$ cat src/rtl/sha512_pkg.sv
// Shared SHA-512 definitions: padder states, chunk geometry, byte-lane helper.
// SHA512_PADDER_LEN128_EN widens the message byte counter to a full 128-bit length.
package sha512_pkg;

    typedef enum logic [1:0] {FILL, PAD, EMIT, TAIL} pad_state_t;
    typedef enum logic [1:0] {TAIL_NONE, TAIL_M80, TAIL_ZERO} tail_t;

    localparam int         CHUNK_BYTES = 128;
    localparam int         LEN_OFFSET  = 112;
    localparam logic [7:0] PAD_MARKER  = 8'h80;

`ifdef SHA512_PADDER_LEN128_EN
    localparam int CNT_W = 125;
`else
    localparam int CNT_W = 61;
`endif

    // Byte 0 sits in the MSBs so the chunk maps directly onto big-endian w[0].
    function automatic logic [1023:0] put_byte(input logic [1023:0] b,
                                               input logic [7:0]    idx,
                                               input logic [7:0]    val);
        logic [1023:0] r;
        r = b;
        r[(CHUNK_BYTES - 1 - int'(idx)) * 8 +: 8] = val;
        return r;
    endfunction

endpackage

$ cat src/rtl/sha512_padder.sv
// Byte stream to padded 1024-bit SHA-512 chunks; 1 byte/cycle in, chunk held until chunk_ready.
// Options: SHA512_PADDER_LEN128_EN selects a 128-bit length field (default 64-bit).
module sha512_padder
    import sha512_pkg::*;
(
    input  logic          clk,
    input  logic          reset,
    input  logic          in_valid,
    output logic          in_ready,
    input  logic [7:0]    in_byte,
    input  logic          in_last,
    output logic          chunk_valid,
    input  logic          chunk_ready,
    output logic [1023:0] chunk,
    output logic          chunk_last
);

    localparam int LEN_W = (CHUNK_BYTES - LEN_OFFSET) * 8;

    pad_state_t       state;
    tail_t            tail;
    logic [7:0]       ptr;
    logic [7:0]       ptr_nxt;
    logic [CNT_W-1:0] cnt;
    logic [LEN_W-1:0] len_bits;
    logic             len_fits;
    logic [1023:0]    pad_buf;
    logic [1023:0]    tail_buf;

`ifdef SHA512_PADDER_LEN128_EN
    assign len_bits = {cnt, 3'b000};
`else
    assign len_bits = {64'd0, cnt, 3'b000};
`endif

    assign ptr_nxt  = ptr + 8'd1;
    assign len_fits = (ptr <= 8'(LEN_OFFSET - 1));
    assign in_ready = reset && (state == FILL);

    // The chunk register doubles as the fill buffer; PAD and TAIL rewrite it in place.
    always_comb begin
        pad_buf = put_byte(chunk, ptr, PAD_MARKER);
        for (int i = 0; i < CHUNK_BYTES; i++) begin
            if (i > int'(ptr)) begin
                pad_buf[(CHUNK_BYTES - 1 - i) * 8 +: 8] = 8'h00;
            end
        end
        if (len_fits) begin
            pad_buf[LEN_W-1:0] = len_bits;
        end

        tail_buf = '0;
        if (tail == TAIL_M80) begin
            tail_buf[1023 -: 8] = PAD_MARKER;
        end
        tail_buf[LEN_W-1:0] = len_bits;
    end

    always_ff @(posedge clk) begin
        if (!reset) begin
            state       <= FILL;
            tail        <= TAIL_NONE;
            ptr         <= 8'd0;
            cnt         <= '0;
            chunk       <= '0;
            chunk_valid <= 1'b0;
            chunk_last  <= 1'b0;
        end else begin
            case (state)
                FILL: begin
                    if (in_valid) begin
                        chunk <= put_byte(chunk, ptr, in_byte);
                        ptr   <= ptr_nxt;
                        cnt   <= cnt + CNT_W'(1);
                        if (ptr_nxt == 8'(CHUNK_BYTES)) begin
                            // A message ending exactly on a chunk boundary still owes a marker chunk.
                            state       <= EMIT;
                            chunk_valid <= 1'b1;
                            chunk_last  <= 1'b0;
                            if (in_last) begin
                                tail <= TAIL_M80;
                            end
                        end else if (in_last) begin
                            state <= PAD;
                        end
                    end
                end
                PAD: begin
                    chunk       <= pad_buf;
                    chunk_valid <= 1'b1;
                    state       <= EMIT;
                    if (len_fits) begin
                        chunk_last <= 1'b1;
                    end else begin
                        chunk_last <= 1'b0;
                        tail       <= TAIL_ZERO;
                    end
                end
                EMIT: begin
                    if (chunk_ready) begin
                        chunk_valid <= 1'b0;
                        ptr         <= 8'd0;
                        if (tail != TAIL_NONE) begin
                            state <= TAIL;
                        end else begin
                            state <= FILL;
                            if (chunk_last) begin
                                cnt <= '0;
                            end
                        end
                    end
                end
                TAIL: begin
                    chunk       <= tail_buf;
                    chunk_last  <= 1'b1;
                    chunk_valid <= 1'b1;
                    tail        <= TAIL_NONE;
                    state       <= EMIT;
                end
                default: begin
                    state <= FILL;
                end
            endcase
        end
    end

endmodule

$ cat config.mk
export PLATFORM = sky130hd
export DESIGN_NAME = sha512_padder
export DESIGN_NICKNAME = d
export VERILOG_FILES = /design/src/rtl/sha512_pkg.sv /design/src/rtl/sha512_padder.sv
export SDC_FILE = /design/constraint.sdc
export NUM_CORES = 2
export LEC_CHECK = 0
export ABC_AREA = 0
export CORE_AREA = 5 5 402 404
export DETAILED_ROUTE_END_ITERATION = 10
export DIE_AREA = 0 0 407 409
export PLACE_DENSITY_LB_ADDON = 0.05
export SLEW_MARGIN = 20
export SYNTH_ARGS = -nofsm -noshare
export SYNTH_HDL_FRONTEND = slang
export SYNTH_SLANG_ARGS = --single-unit
$ cat constraint.sdc
create_clock -name clk -period 6.5 [get_ports clk]
set_input_delay 0.65 -clock clk [delete_from_list [all_inputs] [get_ports clk]]
set_output_delay 0.65 -clock clk [all_outputs]
set_load 0.02 [all_outputs]
# --- Word-level counts from Yosys, hierarchy flattened ---
# Cells that the tools add are included.
word_totals:
  regBits: 1099
  latchBits: 0
  ramBits: 0
  romBits: 0
  output_inout_bits: 1027
  mem_count: 0
op_classes:
  add_sub_neg: 4
  mul: 0
  div: 0
  n_lt_le_gt_ge: 128
  eq_ne: 13
  shifts: 3
  n_mux: 159
  bitwise_logic: 0
  reduce_logical: 13
ops:
  columns: ["cell", "count"]
  rows:
  - ["$pmux W1024 S3", 1]
  - ["$bwmux W1024", 2]
  - ["$mux W8", 130]
  - ["$mux W1024", 1]
  - ["$shift A8 B33 Y1024 const A", 1]
  - ["$shiftx A8 B33 Y1024", 1]
  - ["$shiftx A8 B33 Y1024 const A", 1]
  - ["$gt A7 B8 Y1 const A", 64]
  - ["$gt A6 B8 Y1 const A", 32]
  - ["$mux W61", 4]
  - ["$gt A5 B8 Y1 const A", 16]
  - ["$mux W128", 1]
  - ["$pmux W61 S2", 1]
  - ["$gt A4 B8 Y1 const A", 8]
  - ["$add A61 B1 Y61 const B", 1]
  - ["$neg A12 Y33", 1]
  - ["$gt A3 B8 Y1 const A", 4]
  - ["$gt A2 B8 Y1 const A", 2]
  - ["$mux W2", 8]
  - ["$pmux W8 S2", 1]
  - ["$ne A2 B2 Y1 const B", 6]
  - ["$pmux W2 S3", 2]
  - ["$reduce_and A3 Y1", 4]
  - ["$reduce_and A5 Y1", 2]
  - ["17 further kinds", 26]

# --- Logic depth before layout (Yosys ltp) ---
logic_depth:
  word_depth: 7
  ltp_mapped: 18
  mapped_depth_nobuf: 13

# --- Least setup slack after synthesis ---
# Ideal clock, no wire load.
synth_timing:
  path_kind: "reg2reg"
  from: "register ptr[5]"
  to: "register (tool-made name)"
  arrival_time_ps: 3751
  t_required_ps: 6383
  path_slack_ps: 2632
  path_stages_with_launch: 17
  path_buffers: 7
  period_less_slack_ps: 3868
  cell_sequence: "dfxtp_1 buf_2 buf_2 clkbuf_1 buf_2 buf_1 nand3_1 ha_1 clkbuf_1 inv_1 o21ai_0 nor3_2 nand3_1 buf_2 nor3_1 o21ai_1 a32o_1"
synth_lines:
  columns: ["item", "line_no", "source"]
  rows:
  - ["start, declared", "sha512_padder.sv:22", "logic [7:0] ptr;"]
  - ["start signal, assigned", "sha512_padder.sv:73", "ptr <= ptr_nxt;"]

==> flow_summary.ini <==
[power_and_ir_drop]
seq_power_share = 0.437
internal_power_mw = 11.3
switching_share = 0.274
cellLeakagePower_nw = 21.7
switching_power_mw = 4.26
p_per_area_nw_per_um2 = 249
p_comb_frac = 0.077
p_clk_frac = 0.486
ir_drop_mv = 0.231

[clocking]
clockBufferDepth = 3
clk_pin_slew_ps = 60
h-tree-depth = 4
cts_tree = done
cts_buffers = 132
hold_buffers = 0
cts_resized = 0
cts_setup_buffers = 0
clk_latency_ps = 790
clock-sinks = 1099
clock_tree.root_cell = clkbuf_16

[sta]
fmax_mhz = 198
post-route-min-period_ps = 5060
setup_viol = 0
maxSlewHeadroom = 0.159
slew_violations = 0
rsz0062_at_grt = no
hold_viol_final = 0
finClkSkew_ps = 32.9
setup_tns_ps = 0
worstMarginPinSlew_ps = 1260
finalCritPeriodShare = 0.779

[finish]
fin_util = 0.395
stdcell_count = 8033
drive_above_1_share = 0.123
final.fill_count = 16100
syn2layout_area_growth_pct = 43.4
nets = 5871

[setup_path]
crit_type = reg -> reg
r2r_slack_ps = 1440
crit_required_ps = 7180
r2r_start = ptr[4]$_SDFFE_PN0P_
startpoint = ptr[4]$_SDFFE_PN0P_
worstPathArrival_ps = 5740
end_kind = flip-flop
cp-start-kind = flip-flop
rr_worst_depth = 15
crit_fanout = 29

[detailed_routing]
vias = 46700
wl_per_cell_um = 38.7
drc_errors = 0
avgViaCountPerCell = 5.81
dr.first_iter.drc_count = 5255
wl_um = 311000
final_antenna_net_count = 0
dr.pass1.iters = 6

[synth]
ys_types = 104
synth.top_cells.by_count = 1099 x dfxtp_1, 508 x nand2_1, 390 x nor2_1
yosysTopAreaCell = dfxtp_1
synth_area_per_cell_um2 = 9.31
ys_ff_latch = 1099
synth_edf_count = 0
syn-num-nets = 4686
yosysMostFrequentCell = dfxtp_1
seq_area_frac_synth = 0.507
synthArstFlopShare = 0
netlist_area_um2 = 43400
synth.yosys.warnings = 0
syn_inst = 4662
yosysTopAreaCellShare = 0.507
synth-main-ff-cell = dfxtp_1
ys_top_cells_by_area = dfxtp_1 51%, a22o_1 7.3%, nand2_1 4.4%

[outcome]
status = complete, no violations

[placed_design]
dp_hpwl_um = 238000
gp_congestion = 1.10
placed_cells = 7785
port_buffers = 1039

[global_route]
antenna_found_initial = 15
gr-usage-all-layers = 0.356
grt_overflow_total = 0
grt_pass1_vias = 43800
grt_start_max_net_pins = 102
grt_pass1_wl_um = 408000

[floorplan]
start_util = 0.276
die_y_um = 409
io_pins = 1040
die-area_um2 = 166000
rows = 146
die_x_um = 407
core_region_area_um2 = 157000

[worst_hold_path]
hold_path_depth = 3
worstHoldPathType = in -> reg

[flow_run]
drv_cap = 0
[stage by stage]
step / cell area [µm²] / hold WS (ps) / setup slack [ps] / total power [mW]
after floorplan: 43400 / 467 / 2630 / 7.41
after global placement: 57800 / 435 / 1620 / 8.09
after detailed placement: 57800 / 441 / 1560 / 8.09
after CTS: 62200 / 304 / 1580 / 15.6
after global routing: 62200 / 345 / 1260 / 15.9
final: 62200 / 376 / 1440 / 15.5
[cell usage in the layout (no fill, tap or decap), types with 41 or more instances in the layout]
master           instances
dfxtp_1               1098
clkdlybuf4s50_1       1037
nand2_1                502
nor2_1                 371
a22o_1                 363
buf_4                  329
o21ai_0                279
a21oi_1                265
nand3_1                214
o2bb2ai_1              154
clkbuf_16              133
o22ai_1                115
nor3_1                  80
a32o_1                  74
a22oi_1                 57
nand4_1                 53
inv_1                   42
clkbuf_1                41
[logic make-up (layout without fill, tap and decap cells)]
kind of cell / after synthesis / in the layout / share of synthesized area
flops: 1099 / 1099 / 0.507
xor+xnor: 54 / 54 / 0.0120
fa+ha+maj: 11 / 11 / 0.00317
mux: 8 / 8 / 0.00190
buf+inv: 368 / 1659 / 0.0356
simple gates: 1502 / 1502 / 0.166
other cells: 0 / 8 / 0
compound gates: 1620 / 1620 / 0.274
[cell type report]
class | instances | area, µm² | share of cell area
Sequential cell | 1099 | 22000 | 0.354
Clock inverter | 41 | 539 | 0.00867
Inverter | 45 | 176 | 0.00283
Antenna cell | 8 | 20.0 | 0.000322
Timing Repair Buffer | 1374 | 13000 | 0.209
Tap cell | 2072 | 2590 | 0.0417
Clock buffer | 199 | 3830 | 0.0615
Multi-Input combinational cell | 3195 | 20100 | 0.323
[worst min path at each step]
stage,slack (ps),startpoint,endpoint
after global routing,340,reset,flip-flop
after global placement,440,flip-flop,flip-flop
after CTS,300,reset,flip-flop
after detailed placement,440,flip-flop,flip-flop
final,380,reset,flip-flop
after floorplan,470,cnt[23]$_SDFFE_PN0P_,cnt[23]$_SDFFE_PN0P_
[per-layer routing]
| layer | vias to the layer above | GRT usage | wire [µm] |
|---|---|---|---|
| met1 | 23500 | 0.432 | 122000 |
| met2 | 2661 | 0.576 | 143000 |
| li1 | 19900 | - | - |
| met3 | 626 | 0.0997 | 28300 |
| met5 | - | 0 | 41 |
| met4 | 6 | 0.178 | 18300 |
[power by group through the flow]
stage / logic [mW] / registers, mW / clock network, mW
2_1_floorplan: 0.457 / 6.95 / 0
3_3_place_gp: 1.16 / 6.93 / 0
3_5_place_dp: 1.16 / 6.93 / 0
4_1_cts: 1.16 / 6.78 / 7.65
5_1_grt: 1.20 / 6.78 / 7.91
6_report: 1.20 / 6.78 / 7.54
[critical path: stages, from the launching register on]
cell and delay (ps):
dfxtp_1 770, nand2_2 60, buf_4 210, nor2_1 190, nand2_1 100, inv_1 150, ha_1 430, nor4b_1 370
o211ai_1 230, o32a_4 530, buf_12 290, nor4_2 620, buf_4 300, o21ai_0 80, and2_1 320, a22o_1 290
Power figures use the tool's default switching activity.
